[src/rtl/uart_recv.sv]
// uart_recv: 8N1 UART receiver with mid-bit sampling.
//
// The serial line rxd is oversampled at OVS x baud by sys_clk. A falling
// edge on the synchronized line starts a frame. The start bit is validated
// at its midpoint. Each data bit and the stop bit are then sampled one bit
// period apart. A frame with a good stop bit updates out_dat and pulses
// out_flag. A frame whose stop bit is low pulses frame_err and leaves
// out_dat untouched.
//
// Ports:
//   sys_clk   in   system clock, OVS x baud
//   rst       in   asynchronous active-high reset
//   rxd       in   serial input, asynchronous, idle high
//   out_dat   out  [7:0] last correctly framed byte
//   out_flag  out  one-cycle strobe: out_dat updated this cycle
//   frame_err out  one-cycle strobe: stop bit sampled low
//   busy      out  high while a frame is in progress
module uart_recv #(
    parameter int OVS = 16
) (
    input  logic       sys_clk,
    input  logic       rst,
    input  logic       rxd,
    output logic [7:0] out_dat,
    output logic       out_flag,
    output logic       frame_err,
    output logic       busy
);

    localparam int CW = $clog2(OVS);
    localparam logic [CW-1:0] MID     = CW'(OVS / 2 - 1);
    localparam logic [CW-1:0] CNT_MAX = CW'(OVS - 1);

    typedef enum logic [1:0] {
        IDLE  = 2'd0,
        START = 2'd1,
        DATA  = 2'd2,
        STOP  = 2'd3
    } state_t;

    state_t      state_q, state_d;
    logic        rxd_m_q, rxd_m_d;
    logic        rxd_s_q, rxd_s_d;
    logic        rxd_d_q, rxd_d_d;
    logic [CW-1:0] cnt_q, cnt_d;
    logic [2:0]  bit_idx_q, bit_idx_d;
    logic [7:0]  shreg_q, shreg_d;
    logic [7:0]  out_dat_q, out_dat_d;
    logic        out_flag_q, out_flag_d;
    logic        frame_err_q, frame_err_d;

    // Two-flop synchronizer, plus one delay flop for falling-edge detection.
    always_comb begin
        rxd_m_d = rxd;
        rxd_s_d = rxd_m_q;
        rxd_d_d = rxd_s_q;
    end

    always_comb begin
        state_d     = state_q;
        cnt_d       = cnt_q;
        bit_idx_d   = bit_idx_q;
        shreg_d     = shreg_q;
        out_dat_d   = out_dat_q;
        out_flag_d  = 1'b0;
        frame_err_d = 1'b0;

        case (state_q)
            IDLE: begin
                // A line held low (e.g. break) never looks like a new edge.
                if (rxd_d_q && !rxd_s_q) begin
                    state_d = START;
                    cnt_d   = '0;
                end
            end
            START: begin
                cnt_d = cnt_q + CW'(1);
                if (cnt_q == MID) begin
                    if (!rxd_s_q) begin
                        state_d   = DATA;
                        cnt_d     = '0;
                        bit_idx_d = 3'd0;
                    end else begin
                        state_d = IDLE;
                    end
                end
            end
            DATA: begin
                // OVS is a power of two, so the counter wraps on its own.
                cnt_d = cnt_q + CW'(1);
                if (cnt_q == CNT_MAX) begin
                    shreg_d = {rxd_s_q, shreg_q[7:1]};
                    if (bit_idx_q == 3'd7) begin
                        state_d = STOP;
                    end else begin
                        bit_idx_d = bit_idx_q + 3'd1;
                    end
                end
            end
            STOP: begin
                cnt_d = cnt_q + CW'(1);
                // Leaving at mid stop bit leaves half a bit to catch a
                // back-to-back start edge.
                if (cnt_q == CNT_MAX) begin
                    if (rxd_s_q) begin
                        out_dat_d  = shreg_q;
                        out_flag_d = 1'b1;
                    end else begin
                        frame_err_d = 1'b1;
                    end
                    state_d = IDLE;
                end
            end
            default: state_d = IDLE;
        endcase
    end

    always_ff @(posedge sys_clk or posedge rst) begin
        if (rst) begin
            rxd_m_q     <= 1'b1;
            rxd_s_q     <= 1'b1;
            rxd_d_q     <= 1'b1;
            state_q     <= IDLE;
            cnt_q       <= '0;
            bit_idx_q   <= 3'd0;
            out_dat_q   <= 8'h00;
            out_flag_q  <= 1'b0;
            frame_err_q <= 1'b0;
        end else begin
            rxd_m_q     <= rxd_m_d;
            rxd_s_q     <= rxd_s_d;
            rxd_d_q     <= rxd_d_d;
            state_q     <= state_d;
            cnt_q       <= cnt_d;
            bit_idx_q   <= bit_idx_d;
            out_dat_q   <= out_dat_d;
            out_flag_q  <= out_flag_d;
            frame_err_q <= frame_err_d;
        end
    end

    // Shift register is pure data; its contents only matter after 8 shifts.
    always_ff @(posedge sys_clk) begin
        shreg_q <= shreg_d;
    end

    assign out_dat   = out_dat_q;
    assign out_flag  = out_flag_q;
    assign frame_err = frame_err_q;
    assign busy      = (state_q != IDLE);

endmodule

[config.mk]
export PLATFORM = sky130hd
export DESIGN_NAME = uart_recv
export DESIGN_NICKNAME = d
export VERILOG_FILES = /design/src/rtl/uart_recv.sv
export SDC_FILE = /design/constraint.sdc
export NUM_CORES = 1
export LEC_CHECK = 0
export CAP_MARGIN = 0
export CORE_MARGIN = 3
export CORE_UTILIZATION = 35
export CTS_CLUSTER_SIZE = 28
export DETAILED_ROUTE_END_ITERATION = 8
export DONT_BUFFER_PORTS = 1
export GPL_TIMING_DRIVEN = 1
export PLACE_DENSITY = 0.51
export REMOVE_ABC_BUFFERS = 1
export SLEW_MARGIN = 20
export SYNTH_ARGS = -nofsm -noshare
export SYNTH_HDL_FRONTEND = slang
export SYNTH_SLANG_ARGS = --single-unit
export TNS_END_PERCENT = 1
[constraint.sdc]
create_clock -name sys_clk -period 2.6 [get_ports sys_clk]
set_input_delay 0.26 -clock sys_clk [delete_from_list [all_inputs] [get_ports sys_clk]]
set_output_delay 0.26 -clock sys_clk [all_outputs]
set_load 0.03 [all_outputs]
==> results of run 1 <==
how the worst max path moves through the flow:
| stage | cells after the start | end |
|---|---|---|
| 4_1_cts | 3 | shreg_q[0] |
| 2_1_floorplan | 3 | shreg_q[0] |
| 3_3_place_gp | 3 | shreg_q[3] |
| 3_5_place_dp | 3 | shreg_q[3] |
| 5_1_grt | 3 | shreg_q[0] |
| 6_report | 3 | shreg_q[7] |
metrics by stage:
step           utilization [%]  instances  hold slack, ps
6_report                  41.3        147            45.0
5_1_grt                   41.3        147             110
4_1_cts                   41.3        147            73.3
3_5_place_dp              38.6        138             265
3_3_place_gp              38.6        138             265
2_1_floorplan                -         92             247
state kept, by name, indices dropped and copies added (netlist names), named ones only:
| name | count |
|---|---|
| out_dat | 8 |
| shreg_q | 8 |
| cnt_q | 4 |
| bit_idx_q | 3 |
| frame_err | 1 |
| out_flag | 1 |
| rxd_d_d | 1 |
| rxd_d_q | 1 |
| rxd_m_q | 1 |
| state_q | 1 |
final cells by class:
cell class	instances	share of cell area, %
inverters	7	1.83
repair buffers	1	0.699
well taps	46	4.02
clock inverters	3	1.14
multi-input cells	55	32.1
clock buffers	5	4.80
flip-flops and latches	30	55.5
worst max-delay path: stages, from the launching register on:
cell,delay [ps]
dfrtp_1,390
ha_1,330
nand4_4,180
nor2_1,530
power by group through the flow:
stage               Clock, mW  Combinational, mW  Sequential, mW
global placement            0              0.318           0.891
floorplan                   0              0.278           0.854
finish                  0.343              0.322           0.887
global route            0.386              0.365           0.913
detailed placement          0              0.327           0.896
CTS                     0.364              0.329           0.887
logic make-up (layout without fill, tap and decap cells):
group / count (synthesis) / count (layout) / synth area share, %
multiplexers: 10 / 10 / 8.55
adder cells (fa/ha/maj): 3 / 3 / 2.88
AND/OR/NAND/NOR: 26 / 26 / 13.1
buffers and inverters: 11 / 16 / 3.75
AO/OA/AOI/OAI: 16 / 16 / 10.8
flip-flops: 30 / 30 / 61.0
cells in the final DEF, fill, tap and decap left out, types with 2 or more instances in the layout:
master | netlist | final
a21o_1 | 2 | 2
and3_1 | 2 | 2
clkbuf_8 | 0 | 5
dfrtp_1 | 19 | 19
dfstp_2 | 3 | 3
edfxtp_1 | 8 | 8
ha_1 | 3 | 3
inv_1 | 7 | 7
mux2_2 | 8 | 8
nand2_1 | 6 | 6
nor2_1 | 4 | 4
nor2b_1 | 2 | 2
nor3_1 | 4 | 4
o221ai_1 | 3 | 3
o311ai_0 | 3 | 3
metal layers:
metal  global-route usage (%)  up-vias  wire [um]
met3                     4.89        5         97
met1                     14.0      363       1030
met5                        0        -          0
met2                     14.7       19        947
li1                         -      364          -
met4                     6.84        0         38
timing repair:
item / CTS / global route
endpoints found under the hold margin: 1 / 0
hold buffers: 1 / 0
buffers inserted: 0 / 0
==> summary.md, run 1 <==
| Metric | Value |
|---|---|
| Nets | 106 |
| Clk buf depth | 2 |
| # diodes | 0 |
| P_int | 0.952 mW |
| CTS H-tree depth | 2 |
| Data required, critical path | 2510 ps |
| Peak supply drop | 485 uV |
| Switch Pwr | 0.601 mW |
| Worst Reg-to-Reg Cells | 3 |
| Sw Ratio | 38.7% |
| Leak pwr | 0.614 nW |
| Min cycle time layout | 1800 ps |
| Critical path type | register to register |
| Final number of hold-violating endpoints | 0 |
| Worst Path Max Fanout | 8 |
| ANT nets after route | 0 |
| Routed wire length | 2110 um |
| Placer Congestion | 0.749 |
| Gate count after technology mapping | 96 |
| Die area | 0.00449 mm^2 |
| Number of global-route vias before repair | 750 |
| DIE WIDTH | 67.0 um |
| Post-synth top area share | 36.5% |
| Synth Cell Area | 0.00130 mm^2 |
| Combinational Power Share | 20.8% |
| Global-route wire length before repair | 3490 um |
| Avg Inst Size Synth | 13.6 um^2 |
| Worst reg2reg path endpoint | shreg_q[7] |
| FFs w/ async S/R, synth | 73.3% |
| Hpwl dp | 1490 um |
| RSZ-0062 raised after global routing | false |
| Data arrival, critical path | 1710 ps |
| Top-count cell post-synth | dfrtp_1 |
| Die H | 67.0 um |
| Routed len/inst | 14.4 um |
| DR pass1 iterations | 5 |
| Port Buffers | 0 |
| CTS tree | done |
| Top_reg_cell synth | dfrtp_1 |
| Share of layout cells above drive strength 1 | 20.8% |
| Grt ovf | 0 |
| CP Launch Point | cnt_q[0] |
| Via count | 751 |
| Least-Margin Pin Slew | 847 ps |
| Vias per inst | 5.11 |
| Post-synth EDFFs | 8 |
| Max_cap viols | 0 |
| Initial antenna violation count | 0 |
| Row count | 21 |
| Final setup violation count | 0 |
| Drt drc | 0 |
| Pre-CTS setup slack | 747 ps |
| CTS buffer count | 5 |
| Syn. warnings | 0 |
| Number of I/O pins | 14 |
| Worst skew pair latency | 270 ps |
| Final setup skew | 1.84 ps |
| Reg2reg start | cnt_q[0] |
| Total Power | 1.55 mW |
| Clock power frac | 22.1% |
| Core area | 0.00347 mm^2 |
| Placed cell area | 0.00134 mm^2 |
| Num Clock Sinks | 30 |
| Max_slew headroom | 43.5% |
| Fillers | 329 |
| Maximum number of pins on one net before global-route repair | 23 |
| Tot GR Track Use | 10.9% |
| Yosys cell types | 34 |
| Clock Root Buffer | clkbuf_8 |
| Layout area overhead | 9.99% |
| Post-CTS Resized | 0 |
| Flops & latches, synth | 30 |
| Worst Hold Class | primary input to async pin |
| Yosys top cell by area | dfrtp_1 |
| PwrDens | 1080 mW/mm^2 |
| Sequential cell area fraction in the yosys report | 61.0% |
| Startpoint Class | register |
| Reg area | 795 um^2 |
| Outcome | finished clean |
| Initial Utilization | 37.6% |
| Setup TNS | 0 ps |
| Final Instance Area | 0.00143 mm^2 |
| Max-slew violations | 0 |
| Fmax | 0.556 GHz |
| Tcrit/Tclk final | 69.2% |
| R2R setup slack | 800 ps |
| Dominant cells by area after synthesis | dfrtp_1 (37%), edfxtp_1 (18%), mux2_2 (6.9%) |
| CTS clk-pin slew, worst paths | 60 ps |
| CP Capture Type | register |
| Setup WS post-layout | 802 ps |
| Initial drt markers | 42 |
| Multi-input logic area | 459 um^2 |
| Seq pwr share | 57.1% |
| Synth cell count leaders | dfrtp_1 (19), edfxtp_1 (8), mux2_2 (8) |
Note: power is estimated with default switching activity, not from simulation.
==> run 2, diff against run 1 <==
clock period = 1.85 ns   (was 2.6 ns; I/O delays follow)
==> run 2 against run 1 <==
- clock skew up 3.6 ps
- combinational power up 60%
- routed wire length up 4.5%
- via count up 4.3%
- cell count up 3.4%
- critical path type unchanged
- sequential power up 39%
- final area up 2.8%
- highest routed layer unchanged
- critical endpoint is now out_dat[4]
- worst setup slack worse by 560 ps
- largest power group unchanged
==> summary.md, run 2 (synthesis gave the netlist of run 1 again) <==
| Metric | Value |
|---|---|
| Setup WS post-layout | 238 ps (-563 ps) |
| CP max stage delay | 400 ps (-130 ps) |
| Data arrival, critical path | 1780 ps (+70 ps) |
| Min cycle time layout | 1610 ps (-187 ps) |
| Max_cap viols | 0 (unchanged) |
| Final setup skew | 5.43 ps (+3.59 ps) |
| RSZ-0062 raised after global routing | false |
| CTS tree | done |
| Tcrit/Tclk final | 87.1% (+18 points) |
| CTS buffer count | 5 (unchanged) |
| Peak supply drop | 728 uV (+50%) |
| Die area | 0.00449 mm^2 (unchanged) |
| Initial Utilization | 37.6% (unchanged) |
| Worst Hold Class | register to register |
| Post-CTS Setup Inserts | 0 (unchanged) |
| Port Buffers | 0 (unchanged) |
| Routed len/inst | 14.5 um (+1.0%) |
| ANT nets after route | 0 (unchanged) |
| Share of layout cells above drive strength 1 | 23.6% (+2.8 points) |
| Clk buf depth | 2 (unchanged) |
| Least-Margin Pin Slew | 430 ps (-417 ps) |
| Max-slew violations | 0 (unchanged) |
| Layout area overhead | 13.1% |
| Worst Reg-to-Reg Cells | 4 (+1) |
| CP cell instances | ha_1 > nand4_4 > nor2_8 > mux2_2 |
| Grt ovf | 0 (unchanged) |
| Leak pwr | 0.638 nW (+3.8%) |
| Commonest cells after routing, fill and taps aside | dfrtp_1 (19), mux2_2 (8), edfxtp_1 (8) |
| Worst hold path startpoint | rxd_m_q |
| Final setup violation count | 0 (unchanged) |
| Slowest cell on the critical path | dfrtp_1 |
| Number of global-route vias before repair | 796 (+6.1%) |
| Nets | 111 (+4.7%) |
| Final Instance Area | 0.00147 mm^2 (+2.8%) |
| Critical path type | register to register |
| Via count | 783 (+4.3%) |
| Core area | 0.00347 mm^2 (unchanged) |
| Initial antenna violation count | 0 (unchanged) |
| CP Launch Point | cnt_q[0] |
| DIE WIDTH | 67.0 um (unchanged) |
| Drt drc | 0 (unchanged) |
| Tot GR Track Use | 11.9% (+0.98 points) |
| Maximum number of pins on one net before global-route repair | 23 (unchanged) |
| Worst skew pair latency | 280 ps (about the same) |
| Worst hold path depth | 0 |
| CTS H-tree depth | 2 (unchanged) |
| Final number of hold-violating endpoints | 0 (unchanged) |
| Number of I/O pins | 14 (unchanged) |
| Busiest grt layer | met2 |
| Vias per inst | 5.15 (+0.83%) |
| Reg2reg start | cnt_q[0] |
| Pre-CTS setup slack | 256 ps (-490 ps) |
| Placer Congestion | 0.787 (+5.1%) |
| Worst reg2reg path endpoint | out_dat[4] |
| Hold worst-path end | rxd_d_d |
| Most common cell after layout, fill and taps aside | dfrtp_1 |
| GR Util met2 | 18.2% (+3.4 points) |
| Row count | 21 (unchanged) |
| Initial drt markers | 58 (+38%) |
| CTS clk-pin slew, worst paths | 60 ps (about the same) |
| Die H | 67.0 um (unchanged) |
| Max_slew headroom | 71.0% (+28 points) |
| Num Clock Sinks | 30 (unchanged) |
| # diodes | 0 (unchanged) |
| PwrDens | 1520 mW/mm^2 (+40%) |
| Fillers | 336 (+2.1%) |
| Placed cell area | 0.00137 mm^2 (+2.2%) |
| Data required, critical path | 2010 ps (-500 ps) |
| Fmax | 0.620 GHz (+12%) |
| R2R setup slack | 240 ps (-560 ps) |
| Setup TNS | 0 ps (unchanged) |
| Post-CTS Resized | 0 (unchanged) |
| Met3 Use GR | 6.75% (+1.9 points) |
| Clock Root Buffer | clkbuf_8 |
| Startpoint Class | register |
| Routed wire length | 2210 um (+4.5%) |
| Hpwl dp | 1530 um (+2.6%) |
| Worst Path Max Fanout | 9 (+1) |
| Global-route wire length before repair | 3680 um (+5.5%) |
| Grt met1 use | 13.1% (-0.90 points) |
| Outcome | finished clean |
| CP Capture Type | register |
| DR pass1 iterations | 4 (-1) |
## run 2: cell count changes in the layout (fill, tap and decap cells not counted), sizes merged
cell         before  now
buf               0    4
dlygate4sd3       1    2
## run 2: layout make-up
type                            count  area, um^2  area share [%]
Multi-Input combinational cell     55         459            31.2
Clock buffer                        5        68.8            4.67
Sequential cell                    30         795            54.0
Clock inverter                      3        16.3            1.10
Inverter                            7        26.3            1.78
Tap cell                           46        57.6            3.91
Timing Repair Buffer                6        50.0            3.40
## run 2: power by group
| part | internal, mW | leakage (nW) | switching, mW |
|---|---|---|---|
| combinational | 0.265 | 0.244 | 0.250 |
| sequential | 0.846 | 0.352 | 0.384 |
| clock | 0.256 | 0.0416 | 0.232 |
## run 2: how the worst max path moves through the flow
stage / to / slack (ps) / cells past startpoint
after floorplan: shreg_q[0] / 250 / 3
after global placement: out_dat[7] / 290 / 4
after detailed placement: out_dat[4] / 260 / 4
after CTS: out_dat[4] / 230 / 4
after global routing: bit_idx_q[0] / 110 / 4
final: out_dat[4] / 240 / 4
## run 2: critical path, delay by kind of cell (launching register included)
family	cells	cell delay (ps)
flip-flops	1	400
AND/OR/NAND/NOR	2	410
multiplexers	1	360
adder cells (fa/ha/maj)	1	330
## run 2: metal layers
layer	part of all wire (%)	vias up
li1	-	376
met1	45	378
met2	47	23
met3	4.9	6
met4	2.9	0
met5	0	-
## run 2: repair_timing
action / in CTS / in global routing
endpoints found under the setup margin: 0 / 0
hold buffers: 2 / 0
endpoints found under the hold margin: 20 / 0
## run 2: through the flow
stage | instances | power [mW] | hold slack (ps) | utilization (%)
6_report | 152 | 2.23 | 357 | 42.5
5_1_grt | 152 | 2.40 | 368 | 42.5
4_1_cts | 152 | 2.26 | 359 | 42.5
3_5_place_dp | 142 | 1.75 | 136 | 39.4
2_1_floorplan | 92 | 1.59 | 172 | -
3_3_place_gp | 142 | 1.73 | 136 | 39.4
==> run 3, diff against run 2 <==
CORE_UTILIZATION = 60   (was 35)
PLACE_DENSITY = 0.78   (was 0.51)
==> run 3 against run 2 <==
- die area decreased by 38%
- critical path type unchanged
- first-iteration DRC count decreased by 76%
- sequential share of layout area increased by 2.0 points
- global-route usage increased by 5.4 points
- core utilization increased by 28 points
- critical path depth unchanged
- worst setup slack got worse by 5.7 ps
- non-clock buffer count decreased by 1
- power decreased by 5.1%
- final area decreased by 3.6%
- hold slack improved by 5.3 ps
- routed wire length decreased by 9.4%
==> summary.md, run 3 (synthesis gave the netlist of run 1 again) <==
| Metric | Value |
|---|---|
| CP Capture Type | register |
| Worst Hold Class | register to register |
| Global-route wire length before repair | 3390 um (-7.9%) |
| Die area | 0.00277 mm^2 (-38%) |
| Tot GR Track Use | 17.3% (+5.4 points) |
| Worst hold path depth | 0 (unchanged) |
| Commonest cells after routing, fill and taps aside | dfrtp_1 (19), mux2_2 (8), edfxtp_1 (8) |
| Fmax | 0.618 GHz (-0.35%) |
| Peak supply drop | 840 uV (+15%) |
| Nets | 110 (-0.90%) |
| Critical path type | register to register |
| Data arrival, critical path | 1780 ps (about the same) |
| Final number of hold-violating endpoints | 0 (unchanged) |
| Worst Reg-to-Reg Cells | 4 (unchanged) |
| Worst skew pair latency | 310 ps (+30 ps) |
| CTS H-tree depth | 2 (unchanged) |
| Num Clock Sinks | 30 (unchanged) |
| Post-CTS Setup Inserts | 0 (unchanged) |
| Placer Congestion | 0.752 (-4.5%) |
| Worst reg2reg path endpoint | bit_idx_q[1] |
| Number of global-route vias before repair | 747 (-6.2%) |
| Startpoint Class | register |
| Worst hold path startpoint | rxd_m_q |
| Number of I/O pins | 14 (unchanged) |
| Hpwl dp | 1430 um (-6.6%) |
| Row count | 16 (-24%) |
| CTS buffer count | 5 (unchanged) |
| Max-slew violations | 0 (unchanged) |
| Leak pwr | 0.626 nW (-1.9%) |
| Worst Path Max Fanout | 5 (-4) |
| Min cycle time layout | 1620 ps (+5.66 ps) |
| Maximum number of pins on one net before global-route repair | 23 (unchanged) |
| Reg area | 795 um^2 (unchanged) |
| Port Buffers | 0 (unchanged) |
| CTS clk-pin slew, worst paths | 90 ps (+30 ps) |
| Final setup violation count | 0 (unchanged) |
| Fillers | 150 (-55%) |
| Max_slew headroom | 46.7% (-24 points) |
| Data required, critical path | 2010 ps (about the same) |
| Initial drt markers | 14 (-76%) |
| Initial Utilization | 65.1% (+28 points) |
| Clock Root Buffer | clkbuf_4 |
| Die H | 52.6 um (-22%) |
| Via count | 785 (+0.26%) |
| ANT nets after route | 0 (unchanged) |
| Clk buf depth | 2 (unchanged) |
| PwrDens | 1490 mW/mm^2 (-1.6%) |
| Pre-CTS setup slack | 243 ps (-13.4 ps) |
| Share of layout cells above drive strength 1 | 23.8% (+0.22 points) |
| CTS tree | done |
| # diodes | 0 (unchanged) |
| Setup TNS | 0 ps (unchanged) |
| Utilization after layout | 70.9% (+28 points) |
| Vias per inst | 5.95 (+15%) |
| Least-Margin Pin Slew | 798 ps (+368 ps) |
| Outcome | finished clean |
| Grt ovf | 0 (unchanged) |
| CTS hold repair buffers | 2 (unchanged) |
| DIE WIDTH | 52.6 um (-22%) |
| Tcrit/Tclk final | 87.4% (+0.31 points) |
| Drt drc | 0 (unchanged) |
| Routed len/inst | 15.1 um (+4.3%) |
| Most common cell after layout, fill and taps aside | dfrtp_1 |
| R2R setup slack | 230 ps (about the same) |
| Routed wire length | 2000 um (-9.4%) |
| Max_cap viols | 0 (unchanged) |
| Non-filler instance count after layout | 132 (-13%) |
| Hold worst-path end | rxd_d_d |
| DR pass1 iterations | 4 (unchanged) |
| Post-CTS Resized | 0 (unchanged) |
| RSZ-0062 raised after global routing | false |
| Multi-input logic area | 459 um^2 (unchanged) |
| Initial antenna violation count | 0 (unchanged) |
| Final setup skew | 7.36 ps (+1.94 ps) |
| Reg2reg start | bit_idx_q[0] |
| Hold WS | 362 ps (+5.26 ps) |
| DP Cell Count | 122 (-14%) |
| Layout area overhead | 9.03% |
| Core area | 0.00200 mm^2 (-42%) |
| Setup WS post-layout | 232 ps (-5.66 ps) |
[run 3: changes by cell type in the layout (fill, tap and decap cells not counted)]
cell | before | now
buf_4 | 4 | 3
clkbuf_8 | 5 | 1
clkbuf_4 | 0 | 5
clkinv_1 | 1 | 0
[run 3: cell type report]
type | count | area share (%)
clock buffer | 6 | 3.61
clock inverter | 2 | 0.881
sequential | 30 | 55.9
multi-input combinational | 55 | 32.3
tap | 27 | 2.38
timing repair buffer | 5 | 3.00
inverter | 7 | 1.85
[run 3: stage by stage]
step | area, um^2 | total power [mW]
after floorplan | 1280 | 1.59
after global placement | 1340 | 1.72
after detailed placement | 1340 | 1.74
after CTS | 1420 | 2.14
after global routing | 1420 | 2.26
final | 1420 | 2.12
[run 3: metal layers]
metal / vias to the layer above / track usage [%] / share of wire (%)
met5: - / 0 / 0
met1: 400 / 22.9 / 48
met4: 0 / 6.38 / 0.40
met2: 11 / 26.4 / 48
li1: 372 / - / -
met3: 2 / 5.70 / 3.2
[run 3: worst max-delay path by stage]
stage                  from           end  slack (ps)  cells after the start
2_1_floorplan      cnt_q[0]    shreg_q[0]         250                      3
3_3_place_gp       cnt_q[0]    out_dat[6]         310                      4
3_5_place_dp   bit_idx_q[0]  bit_idx_q[1]         240                      4
4_1_cts        bit_idx_q[0]  bit_idx_q[1]         220                      4
5_1_grt            cnt_q[0]  bit_idx_q[1]          50                      4
6_report       bit_idx_q[0]  bit_idx_q[1]         230                      4
[run 3: worst max-delay path: stages, from the launching register on]
cell,delay [ps]
dfrtp_1,410
ha_1,230
ha_1,240
o311ai_0,410
o221ai_1,180
[run 3: report_power, final]
part           leakage [nW]  internal, mW  switching [mW]
logic                 0.239         0.264           0.244
clock network        0.0343         0.182           0.208
registers             0.352         0.844           0.377
